**src/rtl/uart_tx.sv**
```systemverilog
// 8N1 UART transmitter with a one-byte holding register so consecutive bytes leave gap-free.
// Build option: define UART_TX_PARITY_EN to insert a parity bit (sense set by PARITY_ODD).
module uart_tx #(
    parameter int unsigned CLK_DIV    = 434,
    parameter bit          PARITY_ODD = 1'b0
) (
    input  logic       clk,
    input  logic       rst,
    input  logic [7:0] uart_send_data,
    input  logic       uart_send,
    output logic       uart_send_busy,
    output logic       uart_txd,
    output logic       uart_tx_active
);

    localparam int CNT_W = (CLK_DIV > 1) ? $clog2(CLK_DIV) : 1;
    localparam logic [CNT_W-1:0] CNT_LAST = CNT_W'(CLK_DIV - 1);

    typedef enum logic [2:0] {
        IDLE   = 3'd0,
        START  = 3'd1,
        DATA   = 3'd2,
`ifdef UART_TX_PARITY_EN
        PARITY = 3'd3,
`endif
        STOP   = 3'd4
    } state_t;

    // Complete shifter state in one struct so checkers can bind to a single signal.
    typedef struct packed {
        state_t           state;
        logic [CNT_W-1:0] baud_cnt;
        logic [2:0]       bit_idx;
        logic [7:0]       shift_reg;
    } shifter_t;

    shifter_t   sh;
    logic [7:0] hold_data;
    logic       hold_valid;
    logic       bit_end;
    logic       accept;

    // Handshake: uart_send is valid, !uart_send_busy is ready; a byte transfers on a
    // posedge where both are high. A request while busy is dropped, not stalled.
    assign accept         = uart_send && !hold_valid;
    assign bit_end        = (sh.baud_cnt == CNT_LAST);
    assign uart_send_busy = hold_valid;

`ifndef UART_TX_PARITY_EN
    logic unused_parity_cfg;
    assign unused_parity_cfg = PARITY_ODD;
`endif

    always_ff @(posedge clk) begin
        if (!rst) begin
            sh.state       <= IDLE;
            sh.baud_cnt    <= '0;
            sh.bit_idx     <= '0;
            sh.shift_reg   <= '0;
            hold_data      <= '0;
            hold_valid     <= 1'b0;
            uart_txd       <= 1'b1;
            uart_tx_active <= 1'b0;
        end else begin
            if (accept) begin
                hold_data  <= uart_send_data;
                hold_valid <= 1'b1;
            end

            if (sh.state != IDLE) begin
                sh.baud_cnt <= bit_end ? '0 : sh.baud_cnt + 1'b1;
            end

            case (sh.state)
                IDLE: begin
                    uart_txd <= 1'b1;
                    if (hold_valid) begin
                        sh.shift_reg   <= hold_data;
                        hold_valid     <= 1'b0;
                        sh.state       <= START;
                        sh.baud_cnt    <= '0;
                        uart_txd       <= 1'b0;
                        uart_tx_active <= 1'b1;
                    end
                end

                START: begin
                    if (bit_end) begin
                        sh.state   <= DATA;
                        sh.bit_idx <= 3'd0;
                        uart_txd   <= sh.shift_reg[0];
                    end
                end

                DATA: begin
                    if (bit_end) begin
                        if (sh.bit_idx == 3'd7) begin
`ifdef UART_TX_PARITY_EN
                            sh.state <= PARITY;
                            uart_txd <= (^sh.shift_reg) ^ PARITY_ODD;
`else
                            sh.state <= STOP;
                            uart_txd <= 1'b1;
`endif
                        end else begin
                            sh.bit_idx <= sh.bit_idx + 3'd1;
                            uart_txd   <= sh.shift_reg[sh.bit_idx + 3'd1];
                        end
                    end
                end

`ifdef UART_TX_PARITY_EN
                PARITY: begin
                    if (bit_end) begin
                        sh.state <= STOP;
                        uart_txd <= 1'b1;
                    end
                end
`endif

                STOP: begin
                    if (bit_end) begin
                        // A byte already waiting goes straight into the next start bit.
                        if (hold_valid) begin
                            sh.shift_reg   <= hold_data;
                            hold_valid     <= 1'b0;
                            sh.state       <= START;
                            sh.baud_cnt    <= '0;
                            uart_txd       <= 1'b0;
                            uart_tx_active <= 1'b1;
                        end else begin
                            sh.state       <= IDLE;
                            uart_txd       <= 1'b1;
                            uart_tx_active <= 1'b0;
                        end
                    end
                end

                default: begin
                    sh.state       <= IDLE;
                    sh.baud_cnt    <= '0;
                    uart_txd       <= 1'b1;
                    uart_tx_active <= 1'b0;
                end
            endcase
        end
    end

endmodule

```
**config.mk**
```make
export PLATFORM = sky130hd
export DESIGN_NAME = uart_tx
export DESIGN_NICKNAME = d
export VERILOG_FILES = /design/src/rtl/uart_tx.sv
export SDC_FILE = /design/constraint.sdc
export NUM_CORES = 1
export LEC_CHECK = 0
export CAP_MARGIN = 15
export CORE_ASPECT_RATIO = 1.25
export CORE_MARGIN = 3
export CORE_UTILIZATION = 57
export DETAILED_ROUTE_END_ITERATION = 12
export PLACE_DENSITY = 0.86
export SYNTH_ARGS = -nofsm -noshare
export SYNTH_HDL_FRONTEND = slang
export SYNTH_SLANG_ARGS = --single-unit
```
**constraint.sdc**
```tcl
create_clock -name clk -period 2.8 [get_ports clk]
set_clock_uncertainty 0.2 [all_clocks]
set_input_delay 0.7 -clock clk [delete_from_list [all_inputs] [get_ports clk]]
set_output_delay 0.7 -clock clk [all_outputs]
set_load 0.1 [all_outputs]
```
After elaboration in Yosys (flattened, before gate mapping)
Cells that the tools add are included.

Output and inout port bits: 3. Flip-flop bits (word level): 34. Logic and storage cells: 69. Input port bits: 11.

Muxes and demuxes: 34. Add/sub/neg operators: 2. Reduce and logical (&&, ||, !) cells: 12. Order comparisons: 1. Bitwise logic cells: 1. Equality and inequality tests: 11.

Operators by type and width (count): $mux W9 (3); $pmux W9 S3 (1); $mux W12 (2); $mux W3 (6); $mux W8 (2); $pmux W8 S2 (1); $mux W1 (13); $ne A2 B2 Y1 const B (6); $pmux W3 S4 (1); $add A9 B1 Y9 const B (1); $eq A9 B9 Y1 const B (1); $eq A3 B3 Y1 const B (2); $pmux W3 S2 (1); $reduce_and A3 Y1 (2); $reduce_and A5 Y1 (1); $lt A3 B4 Y1 const B (1); $pmux W1 S4 (1); $reduce_and A4 Y1 (1); $reduce_bool A2 Y1 (2); $add A3 B1 Y3 const B (1); $bmux W1 S3 (1); $eq A3 B1 Y1 const B (1); $eq A3 B2 Y1 const B (1); $logic_not A3 Y1 (1); 8 further kinds (8).

Logic depth before layout (Yosys ltp)
Depth in word-level cells: 6. Mapped depth: 7.

Worst setup path after synthesis
Ideal clock, no wire load.

Path kind: register to register. From: register sh[8] (netlist bit). To: register sh[10] (netlist bit). Arrival time: 1.736 ns. Stages on the path, launching flop included: 7. Clock period less this slack: 2.064 ns. Setup time: 0.128 ns. Setup slack: 0.736 ns. Path buffers: 0. Cells stage by stage: dfxtp_1 -> ha_1 -> ha_1 -> or3b_1 -> a2111oi_4 -> mux2i_1 -> nor2_1.

Longest elaborated chain between the ends: 4. Elaborated cells on any way between the ends: 7.

RTL lines: from (decl) (line 37) `shifter_t sh;`; $add A3 B1 Y3 (line 106) `sh.bit_idx <= sh.bit_idx + 3'd1;`; $mux W3 (line 97) `if (sh.bit_idx == 3'd7) begin`; $mux W3 (line 96) `if (bit_end) begin`; $pmux W3 S2 (line 74) `case (sh.state)`.

Several ways; a longest one is shown, not always the timed one. The select of a mux whose other input is x is not followed. A chain may end at the register's enable or synchronous reset.

Worst setup path after layout
From: register sh[8] (netlist bit). To: register uart_txd.

Longest elaborated chain between the ends: 6. Elaborated cells on any way between the ends: 7.

RTL lines: $add A3 B1 Y3 (line 107) `uart_txd <= sh.shift_reg[sh.bit_idx + 3'd1];`; $bmux W1 S3 (line 107); $mux W1 (implied by the code) (line 107); $mux W1 * (line 97); $mux W1 * (line 96); $pmux W1 S4 * (line 74); to (signal assigned) (line 91) `uart_txd <= sh.shift_reg[0];`; to (signal assigned) (line 107); to (decl) (line 12) `output logic uart_txd,`.

Every way passes the cells marked *; elsewhere a longest branch is shown, timed or not. The select of a mux whose other input is x is not followed.

==> impl_metrics.tcl <==
set metrics [dict create \
    status "finished clean" \
    use_met2 0.4024 \
    worst-path-max-fanout 4 \
    relSlewSlack 0.4828 \
    synth_area_per_cell_um2 8.956 \
    synth_area_leaders "dfxtp_1 (40%), mux2i_1 (6.5%), nor2_1 (5.3%)" \
    cts_buffer_depth 2 \
    grt_pass1_wl_um 6003 \
    core_area_mm2 0.002759 \
    rows 21 \
    die_y_um 67.09 \
    die_w_um 54.87 \
    cap_violations 0 \
    drt_pre_antenna_iters 4 \
    swShare 0.2717 \
    synth_fa_ha_area_frac 0.03529 \
    synth_edf_count 0 \
    area.sequential_um2 680.7 \
    rsz0062_at_grt "no" \
    synth_compound_area_frac 0.1559 \
    ios 14 \
    vias 1426 \
    ys_ff_latch 34 \
    synthFlopType "dfxtp_1" \
    antenna_found_initial 0 \
    fin_tns_setup_ns 0 \
    p_int_uw 743.9 \
    root_buffer "clkbuf_4" \
    combPwrFrac 0.136 \
    yosys_warnings 0 \
    worstPathArrival_ns 2.28 \
    layout_common_cells "dfxtp_1 (34), nor2_1 (24), o21ai_0 (13)" \
    use_met1 0.2469 \
    path_cells "ha_1 -> mux4_2 -> mux2_2 -> o41ai_1 -> mux2i_1" \
    path_class "register to register" \
    top_usage_layer "met2" \
    nNetsFinal 218 \
    antennaDiodeCount 0 \
    hold_viol_final 0 \
    p_clk_frac 0.353 \
    cts_buffers 5 \
    clkLatencyLatePin_ns 0.35 \
    viasPerCell 5.992 \
    setup.worst_path.start_class "register" \
    postCtsSetupBuffers 0 \
    drive_above_1_share 0.1176 \
    dp_hpwl_um 2672 \
    synth_top_family_by_area "simple AND/OR/NAND/NOR gates" \
    ir_drop_mv 0.3927 \
    yosys.area_share.simple 0.2324 \
    final-max-slew-violation-count 0 \
    io_buffers 13 \
    area_growth_pct 13.53 \
    postRouteAntennaNets 0 \
    cts_sinks 34 \
    multi_input_area_um2 965.9 \
    wirelength_um 3601 \
    cp-end-kind "register" \
    grt.overflow.total 0 \
    synthCells 190 \
    synthDistinctLibCells 48 \
    powerDensity_mw_per_mm2 528.7 \
    place.gp.congestion 0.8721 \
    min_period_ns 2.246 \
    crit_path_max_incr_delay_ns 0.52 \
    dpl_cell_area_mm2 0.001849 \
    min_path_type "register to register" \
    grt_max_degree 18 \
    final_common_cell "dfxtp_1" \
    post-route-period-util 0.8023 \
    fillers 235 \
    max_clock_freq_mhz 445.2 \
    final-setup-viol-count 0 \
    dieArea_mm2 0.003681 \
    synth_mux_area_frac 0.09779 \
    drt_iter0_markers 26 \
    sequentialPowerShare 0.510 \
    synth_xor_area_frac 0.04632 \
    tightestPinTransition_ns 0.7693 \
    yosysTopAreaCell "dfxtp_1" \
    ctsHoldBuffers 0 \
    grtUsageMet3 0.06488 \
    wl_per_cell_um 15.13 \
    post_cts_resized 0 \
    holdWs_ns 0.2608 \
    final_cell_area_mm2 0.001932 \
    cts-htree-levels 2 \
    synth_top_area_share 0.4000 \
    async_flop_share 0 \
    grt_pass1_vias 1331 \
    cts.clk_slew.worst_paths_ns 0.11 \
    track_usage 0.2312 \
    cts_tree "done" \
    synth_seq_area_share 0.4000 \
    power_switching_uw 277.5 \
    cp.required_ns 2.83 \
    start_util 0.6168 \
    syn_area_mm2 0.001702 \
    p_leak_nw 0.6759 \
    drc 0 \
    synth_fp_nets 205 \
    worst_path_max_delay_cell "mux4_2" \
]
path summary, 6_finish.rpt:
kind                                   start  endpoint  slack (ns)  cells past startpoint
worst max-delay path                   sh[8]  uart_txd        0.55                      5
worst min-delay path            hold_data[0]     sh[0]        0.26                      2
worst max register to register         sh[8]  uart_txd        0.55                      5
worst min register to register  hold_data[0]     sh[0]        0.26                      2
registers in the layout, summed over array words and instances, names as in the netlist:
register / flops
uart_send_busy: 1
uart_txd: 1
hold_data: 8
uart_tx_active: 1
sh: 23
power groups by stage:
stage          clock network [mW]  logic [mW]  registers (mW)
2_1_floorplan                   0      0.0721           0.558
3_3_place_gp                    0       0.135           0.531
3_5_place_dp                    0       0.139           0.532
4_1_cts                     0.375       0.140           0.521
5_1_grt                     0.395       0.152           0.524
6_report                    0.361       0.139           0.521
critical path, delay by kind of cell (launching register included):
kind,cells,cell delay (ns)
muxes,3,0.91
adders and majority gates,1,0.38
DFF,1,0.36
AOI/OAI and AO/OA,1,0.28
through the flow:
step | instances | utilization | total power [mW] | setup WS [ns]
detailed placement | 230 | 0.6703 | 0.6714 | 0.5348
floorplan | 190 | - | 0.6299 | 0.7359
CTS | 238 | 0.7002 | 1.036 | 0.5376
global placement | 230 | 0.6703 | 0.6666 | 0.6191
global route | 238 | 0.7002 | 1.071 | 0.4467
finish | 238 | 0.7002 | 1.021 | 0.5536
synthesized netlist by cell type (all sizes together), types with 4 or more instances:
master and number:
dfxtp 34, nor2 24, o21ai 14, a21oi 12, mux2i 11, nand2 11, nand3 10, clkbuf 9
xnor2 8, nor3 5, ha 4, inv 4, nor2b 4
cells by family (layout without fill, tap and decap cells):
family | count (synthesis) | after routing
compound gates | 39 | 39
xor+xnor | 9 | 9
fa+ha+maj | 5 | 5
buf+inv | 14 | 28
flops | 34 | 34
mux | 14 | 14
simple gates | 75 | 75
routing by layer:
metal / wire length, um / share of wire
met2: 2045 / 0.57
met3: 131 / 0.036
met1: 1358 / 0.38
met4: 65 / 0.018
met5: 0 / 0
layout make-up:
class | count | area share
clock buffers | 5 | 0.01943
clock inverters | 3 | 0.02332
inverters | 4 | 0.007772
multi-input cells | 142 | 0.5000
flip-flops and latches | 34 | 0.3523
well taps | 34 | 0.02202
repair buffers | 16 | 0.07513
Power figures use the tool's default switching activity.
